File: src/rtl/axi4s2data.sv
// AXI4-Stream sink for fixed-length packets: a two-entry skid buffer with registered tready
// forwards every beat to a valid/ready port while tlast framing is checked and counted.
module axi4s2data #(
    parameter int PACKET_BYTE = 1024*1024*4,
    parameter int DATA_WIDTH  = 64,
    parameter int CNT_WIDTH   = 32
) (
    input  logic                  clk,
    input  logic                  rst_n,
    input  logic [DATA_WIDTH-1:0] tdata,
    input  logic                  tlast,
    input  logic                  tvalid,
    output logic                  tready,
    output logic [DATA_WIDTH-1:0] out_data,
    output logic                  out_last,
    output logic                  out_valid,
    input  logic                  out_ready,
    output logic [CNT_WIDTH-1:0]  pkt_count,
    output logic [CNT_WIDTH-1:0]  err_count,
    output logic                  err_early_last,
    output logic                  err_missing_last,
    output logic                  err_sticky
);

    localparam int PACKET_LEN = PACKET_BYTE / (DATA_WIDTH / 8);
    localparam int BEAT_W     = $clog2(PACKET_LEN) + 1;
    localparam logic [BEAT_W-1:0] LAST_BEAT = BEAT_W'(PACKET_LEN - 1);

    logic                  main_valid_q, main_valid_d;
    logic [DATA_WIDTH-1:0] main_data_q,  main_data_d;
    logic                  main_last_q,  main_last_d;
    logic                  skid_valid_q, skid_valid_d;
    logic [DATA_WIDTH-1:0] skid_data_q,  skid_data_d;
    logic                  skid_last_q,  skid_last_d;
    logic                  tready_q,     tready_d;
    logic [BEAT_W-1:0]     beat_cnt_q,   beat_cnt_d;
    logic [CNT_WIDTH-1:0]  pkt_count_q,  pkt_count_d;
    logic [CNT_WIDTH-1:0]  err_count_q,  err_count_d;
    logic                  err_early_q,  err_early_d;
    logic                  err_missing_q, err_missing_d;
    logic                  err_sticky_q, err_sticky_d;
    logic                  accept;
    logic                  is_last_beat;

    assign accept       = tvalid && tready_q;
    assign is_last_beat = (beat_cnt_q == LAST_BEAT);

    // Skid buffer: main refills from skid first so order is kept; tready follows skid occupancy.
    always_comb begin
        main_valid_d = main_valid_q;
        main_data_d  = main_data_q;
        main_last_d  = main_last_q;
        skid_valid_d = skid_valid_q;
        skid_data_d  = skid_data_q;
        skid_last_d  = skid_last_q;

        if (!main_valid_q || out_ready) begin
            if (skid_valid_q) begin
                main_valid_d = 1'b1;
                main_data_d  = skid_data_q;
                main_last_d  = skid_last_q;
                skid_valid_d = accept;
                if (accept) begin
                    skid_data_d = tdata;
                    skid_last_d = tlast;
                end
            end else if (accept) begin
                main_valid_d = 1'b1;
                main_data_d  = tdata;
                main_last_d  = tlast;
            end else begin
                main_valid_d = 1'b0;
            end
        end else if (accept) begin
            skid_valid_d = 1'b1;
            skid_data_d  = tdata;
            skid_last_d  = tlast;
        end

        tready_d = ~skid_valid_d;
    end

    // Framing check on every accepted beat; an error resynchronises the beat counter to zero.
    always_comb begin
        beat_cnt_d    = beat_cnt_q;
        pkt_count_d   = pkt_count_q;
        err_count_d   = err_count_q;
        err_early_d   = 1'b0;
        err_missing_d = 1'b0;
        err_sticky_d  = err_sticky_q;

        if (accept) begin
            if (tlast && is_last_beat) begin
                beat_cnt_d = '0;
                if (pkt_count_q != '1) pkt_count_d = pkt_count_q + 1'b1;
            end else if (tlast || is_last_beat) begin
                beat_cnt_d    = '0;
                err_early_d   = tlast;
                err_missing_d = !tlast;
                err_sticky_d  = 1'b1;
                if (err_count_q != '1) err_count_d = err_count_q + 1'b1;
            end else begin
                beat_cnt_d = beat_cnt_q + 1'b1;
            end
        end
    end

    always_ff @(posedge clk) begin
        if (!rst_n) begin
            main_valid_q  <= 1'b0;
            main_data_q   <= '0;
            main_last_q   <= 1'b0;
            skid_valid_q  <= 1'b0;
            skid_data_q   <= '0;
            skid_last_q   <= 1'b0;
            tready_q      <= 1'b0;
            beat_cnt_q    <= '0;
            pkt_count_q   <= '0;
            err_count_q   <= '0;
            err_early_q   <= 1'b0;
            err_missing_q <= 1'b0;
            err_sticky_q  <= 1'b0;
        end else begin
            main_valid_q  <= main_valid_d;
            main_data_q   <= main_data_d;
            main_last_q   <= main_last_d;
            skid_valid_q  <= skid_valid_d;
            skid_data_q   <= skid_data_d;
            skid_last_q   <= skid_last_d;
            tready_q      <= tready_d;
            beat_cnt_q    <= beat_cnt_d;
            pkt_count_q   <= pkt_count_d;
            err_count_q   <= err_count_d;
            err_early_q   <= err_early_d;
            err_missing_q <= err_missing_d;
            err_sticky_q  <= err_sticky_d;
        end
    end

    assign tready           = tready_q;
    assign out_valid        = main_valid_q;
    assign out_data         = main_data_q;
    assign out_last         = main_last_q;
    assign pkt_count        = pkt_count_q;
    assign err_count        = err_count_q;
    assign err_early_last   = err_early_q;
    assign err_missing_last = err_missing_q;
    assign err_sticky       = err_sticky_q;

endmodule

File: config.mk
export PLATFORM = sky130hd
export DESIGN_NAME = axi4s2data
export DESIGN_NICKNAME = d
export VERILOG_FILES = /design/src/rtl/axi4s2data.sv
export SDC_FILE = /design/constraint.sdc
export NUM_CORES = 1
export LEC_CHECK = 0
export CORE_UTILIZATION = 35
export DETAILED_ROUTE_END_ITERATION = 7
export SLEW_MARGIN = 5
export SYNTH_ARGS = -nofsm -noshare
export SYNTH_HDL_FRONTEND = slang
export SYNTH_SLANG_ARGS = --single-unit
File: constraint.sdc
create_clock -name clk -period 2.3 [get_ports clk]
set_input_delay 0.46 -clock clk [delete_from_list [all_inputs] [get_ports clk]]
set_output_delay 0.46 -clock clk [all_outputs]
set_load 0.02 [all_outputs]
==> metrics.cfg, run 1 <==
[clock_tree]
clkLatencyLatePin_ns = 0.52
clk_pin_slew_ns = 0.06
cts_sinks = 220
numCtsBuffers = 25
tritoncts = yes
hold_buffers = 0
cts_resized = 0
cts_root_buffer = clkbuf_16
cts_buffer_depth = 3
post_cts_buffers = 0
cts_max_level = 1

[yosys]
postSynthCellCount = 1101
syn_area_mm2 = 0.00950
syn_nets = 1173
synth_ff_type = dfxtp_1
synth.top_cell.area_share_pct = 46.3
yosys.area.top_type = dfxtp_1
yosys_warnings = 0
synth_common_cells = dfxtp_1, nand2_1, nor2_1
synth-seq-area-share_pct = 46.3
synth_cell_type_count = 55
synth-edff-count = 0
synth_most_common_cell = dfxtp_1
ys_ff_latch = 220
async_flop_share_pct = 0
postSynthAreaPerCell_um2 = 8.63
synthTopCellsByArea = dfxtp_1, mux2i_1, nand2_1

[pwr]
combPwrFrac_pct = 9.8
p_int_uw = 6500
p_clk_share_pct = 43.8
seqPwrFrac_pct = 46.5
p_per_area_mw_per_mm2 = 646
p_leak_uw = 0.00440
peakVddDrop_v = 0.000422
p_sw_uw = 2050
swShare_pct = 24.0

[detailed_routing]
drc = 0
num_vias = 8577
via_per_inst = 5.08
dr.pass1.iters = 4
wl_per_cell_um = 15.2
wl_um = 25700
drtIter0Drc = 561
antenna_left = 0

[die]
dieArea_mm2 = 0.0278
rows = 59
die_x_um = 167
io_pins = 203
core-area_mm2 = 0.0264
initial_utilization_pct = 36.1
dieHeight_um = 167

[grt]
grt.overflow.total = 0
first_global_vias = 8167
grt_max_degree = 98
antenna_found_initial = 3
grt_use_total_pct = 18.0
grt_pass1_wl_um = 41800

[sta]
slew_headroom_pct = 54.6
hold_viol = 0
setup_violations = 0
tightest_slew_ns = 0.681
slew_viol_final = 0
skew_ns = 0.0122
finalCritPeriodShare_pct = 92.7
fin_ws_ns = 0.167
fmax_mhz = 469
fin_crit_ns = 2.13

[setup_path]
cp.arrival_ns = 2.57
end_kind = flop
cp-start-kind = flop
crit_type = reg2reg
endpoint = err_count[31]
cp_data_required_time_ns = 2.74
r2r_cells = 7
path_max_fanout = 7
rrSetupSlack_ns = 0.17
rr_startpoint = err_count[0]
crit_start = err_count[0]
r2r-end = err_count[31]

[layout]
fin_util_pct = 50.2
area_growth_pct = 39.3
stdcell_count = 1689
nets = 1408
fillers = 2511
drive_gt1_share_pct = 11.0

[placed_design]
dp_slack_ns = -0.174
portBuffers = 202
hpwl_um = 17600
place.gp.congestion = 0.790
dp_cells = 1644

[status]
status = completed

[hold_path]
hp-start = err_sticky
hp-class = reg2reg

[run]
max-cap-violations = 0

cells in the final DEF (no fill, tap or decap), types with 3 or more instances in the layout:
master             n
dfxtp_1          217
clkdlybuf4s50_1  202
nand2_1          184
nor2_1           127
a21oi_1           89
mux2i_1           73
a211oi_1          65
buf_4             62
nand4_1           34
nand3_1           30
xor2_1            29
clkbuf_16         25
or3_1             17
buf_12            14
o21ai_0           11
nor3_1            10
xnor2_1           10
nor4_1            10
or4_1             10
o31ai_1           10
nand2b_1          10
inv_1              8
and2_1             6
and3_1             6
o21a_1             6
clkbuf_8           6
clkinv_2           6
and4_1             5
nor4_4             5
o211ai_1           5
o21ai_1            4
clkbuf_1           4
nor2_4             3
nand4_2            3
o21bai_1           3
o41ai_1            3
ha_1               3
per-layer routing:
layer  up-vias  global-route usage, %  wire, um
li1       4370                      -         -
met1      3982                   23.5     11900
met2       181                   29.8     12100
met3        42                   2.88      1040
met4         2                   6.48       645
met5         -                      0        12
through the flow:
step	setup TNS (ns)	hold slack [ns]	total power (uW)	cell area (um^2)
floorplan	0	0.436	4440	9500
global placement	-1.38	0.440	4890	12400
detailed placement	-3.25	0.441	4890	12400
CTS	0	0.451	8670	13200
global route	-0.00768	0.469	8910	13200
finish	0	0.446	8550	13200
how the worst min path moves through the flow:
stage,to,slack (ns),cells after the start
detailed placement,err_sticky,0.44,2
CTS,err_sticky,0.45,2
global route,skid_data_q[62],0.47,2
finish,err_sticky,0.45,2
floorplan,skid_data_q[0],0.44,2
global placement,err_sticky,0.44,2
state kept, by name, indices dropped and copies added (netlist names):
name              count
out_data             64
skid_data_q          64
err_count            32
pkt_count            32
beat_cnt_q           20
err_early_last        1
err_missing_last      1
err_sticky            1
out_last              1
out_valid             1
skid_last_q           1
skid_valid_q          1
tready                1
power by group through the flow:
stage / combinational [uW] / clock, uW / sequential (uW)
floorplan: 284 / 0 / 4160
global placement: 836 / 0 / 4050
detailed placement: 839 / 0 / 4050
CTS: 842 / 3860 / 3970
global route: 899 / 4030 / 3980
finish: 834 / 3740 / 3970
critical path, stage by stage, from the launching register on:
cell,delay (ns)
dfxtp_1,0.31
ha_1,0.23
nand4_2,0.14
nor3_4,0.08
a211o_1,0.34
or3_1,0.39
or4_1,0.42
a21oi_1,0.15
area by class of cell:
| cell class | instances | area (um^2) | share of cell area, % |
|---|---|---|---|
| Clock inverter | 8 | 45.0 | 0.340 |
| Clock buffer | 35 | 723 | 5.46 |
| Tap cell | 335 | 419 | 3.17 |
| Timing Repair Buffer | 278 | 2770 | 20.9 |
| Antenna cell | 2 | 5.00 | 0.0378 |
| Multi-Input combinational cell | 802 | 4830 | 36.5 |
| Inverter | 9 | 38.8 | 0.293 |
| Sequential cell | 220 | 4410 | 33.3 |
cells by family (layout without fill, tap and decap cells):
group | count (synthesis) | in the layout | synth area share [%]
compound gates | 205 | 205 | 13.5
xor+xnor | 39 | 39 | 3.59
fa+ha+maj | 3 | 3 | 0.395
buf+inv | 79 | 330 | 3.48
flops | 220 | 220 | 46.3
mux | 74 | 74 | 7.83
other cells | 0 | 2 | 0
simple gates | 481 | 481 | 24.8
Note: power is estimated with default switching activity, not from simulation.
==> inputs of run 2 (changes only) <==
Settings changed: CORE_MARGIN set to 3, PLACE_DENSITY set to 0.63.
==> run 2 against run 1 <==
Net effect: setup slack got worse by 0.039 ns; sequential share of layout area down 0.57 points; design area rose by 1.8%; non-clock buffer count shrank 1; register-to-register slack lost 0.04 ns; sequential power about the same; critical endpoint is now err_count[6].
==> metrics.cfg, run 2 (synthesis gave the netlist of run 1 again) <==
[run]
max-cap-violations = 0

[pwr]
peakVddDrop_v = 0.000405
power_uw = 9710
p_leak_uw = 0.00451
p_per_area_mw_per_mm2 = 720

[layout]
drive_gt1_share_pct = 12.0
multi_input_area_mm2 = 0.00484
layout_common_cells = dfxtp_1, clkdlybuf4s50_1, nand2_1
fin_util_pct = 51.2
antenna_cells = 0
final_common_cell = dfxtp_1
nets = 1409
fillers = 2424
seqCellArea_mm2 = 0.00442
final_area_mm2 = 0.0135
area_growth_pct = 41.9

[grt]
grt.overflow.total = 0
first_global_vias = 8159
antenna_found_initial = 1
grt_use_total_pct = 17.2
grt_max_degree = 84
grt_pass1_wl_um = 42000

[clock_tree]
cts_root_buffer = clkbuf_16
hold_buffers = 0
cts_buffer_depth = 3
tritoncts = yes
numCtsBuffers = 27
clk_pin_slew_ns = 0.06
cts_sinks = 220
clkLatencyLatePin_ns = 0.52
cts_max_level = 1

[sta]
hold_viol = 0
finalCritPeriodShare_pct = 94.4
hold_ws_ns = 0.452
fin_crit_ns = 2.17
rsz0062_at_grt = true
setup_violations = 0
slew_viol_final = 0
tightest_slew_ns = 0.471
slew_headroom_pct = 68.3
fmax_mhz = 461
skew_ns = 0.00758
fin_setup_tns_ns = 0

[placed_design]
hpwl_um = 17800
place_area_mm2 = 0.0124
portBuffers = 202
place.gp.congestion = 0.825

[detailed_routing]
num_vias = 8668
drc = 0
antenna_left = 0
dr.pass1.iters = 7
wl_per_cell_um = 15.5
via_per_inst = 5.13
wl_um = 26100
drtIter0Drc = 574

[setup_path]
cp.depth = 9
worstPathCellList = ha_1 -> inv_1 -> or3_4 -> nor4_4 -> nor2_2 -> buf_12 -> buf_12 -> nor4b_4 -> mux2i_1
crit_type = reg2reg
rrSetupSlack_ns = 0.13
max_stage_delay_ns = 0.36
cp.arrival_ns = 2.61
path_max_fanout = 18
cp_data_required_time_ns = 2.74
cpMostUsedCell = buf_12
r2r-end = err_count[6]
r2r_cells = 9
rr_startpoint = beat_cnt_q[0]
path_buf_inv = 3
endpoint = err_count[6]
slowest_stage = or3_4
crit_start = beat_cnt_q[0]
cp_top_family = simple AND/OR/NAND/NOR gates
end_kind = flop
cp-start-kind = flop

[die]
core-area_mm2 = 0.0264
die_x_um = 171
dieHeight_um = 171
dieArea_mm2 = 0.0292
initial_utilization_pct = 36.1
rows = 59
io_pins = 203

[hold_path]
hp-class = reg2reg

[status]
status = completed

[run 2: cell type report]
type / instances / area share [%]
Clock inverter: 13 / 2.01
Sequential cell: 220 / 32.7
Inverter: 9 / 0.288
Tap cell: 335 / 3.11
Timing Repair Buffer: 277 / 20.2
Multi-Input combinational cell: 802 / 35.9
Clock buffer: 34 / 5.73
[run 2: per-stage QoR]
stage,setup slack [ns],cells
4_1_cts,0.00167,1689
5_1_grt,-0.0342,1690
3_3_place_gp,-0.0630,1642
3_5_place_dp,-0.127,1642
6_report,0.129,1690
2_1_floorplan,0.00318,1101
[run 2: worst min path at each step]
stage | from | end | slack [ns] | cells after the start
after global routing | skid_data_q[4] | skid_data_q[4] | 0.47 | 2
after CTS | skid_data_q[10] | skid_data_q[10] | 0.45 | 2
final | skid_data_q[3] | skid_data_q[3] | 0.45 | 2
after detailed placement | err_sticky | err_sticky | 0.45 | 2
after floorplan | skid_data_q[0] | skid_data_q[0] | 0.44 | 2
after global placement | err_sticky | err_sticky | 0.44 | 2
[run 2: metal layers]
layer	up-vias	wire [um]	share of wire, %	global-route usage [%]
li1	4371	-	-	-
met1	4065	11800	45	22.5
met2	181	12500	48	29.4
met3	49	1160	4.4	2.87
met4	2	664	2.5	4.76
met5	-	13	0.050	0
[run 2: where the power goes]
| group | switching (uW) | internal (uW) |
|---|---|---|
| logic | 427 | 392 |
| registers | 59.4 | 3910 |
| clock network | 1660 | 3260 |
| total | 2140 | 7570 |
[run 2: repair_timing]
action / in CTS / in global routing
gates resized for setup: 7 / 8
setup buffers: 0 / 1
setup endpoints to repair: 4 / 24
pin swaps: 3 / 2
gates cloned: 0 / 0
[run 2: worst reg2reg max path, stage by stage (launching register included)]
cell and delay (ns):
dfxtp_2 0.35, ha_1 0.18, inv_1 0.05, or3_4 0.36
nor4_4 0.26, nor2_2 0.08, buf_12 0.16, buf_12 0.14
nor4b_4 0.28, mux2i_1 0.23
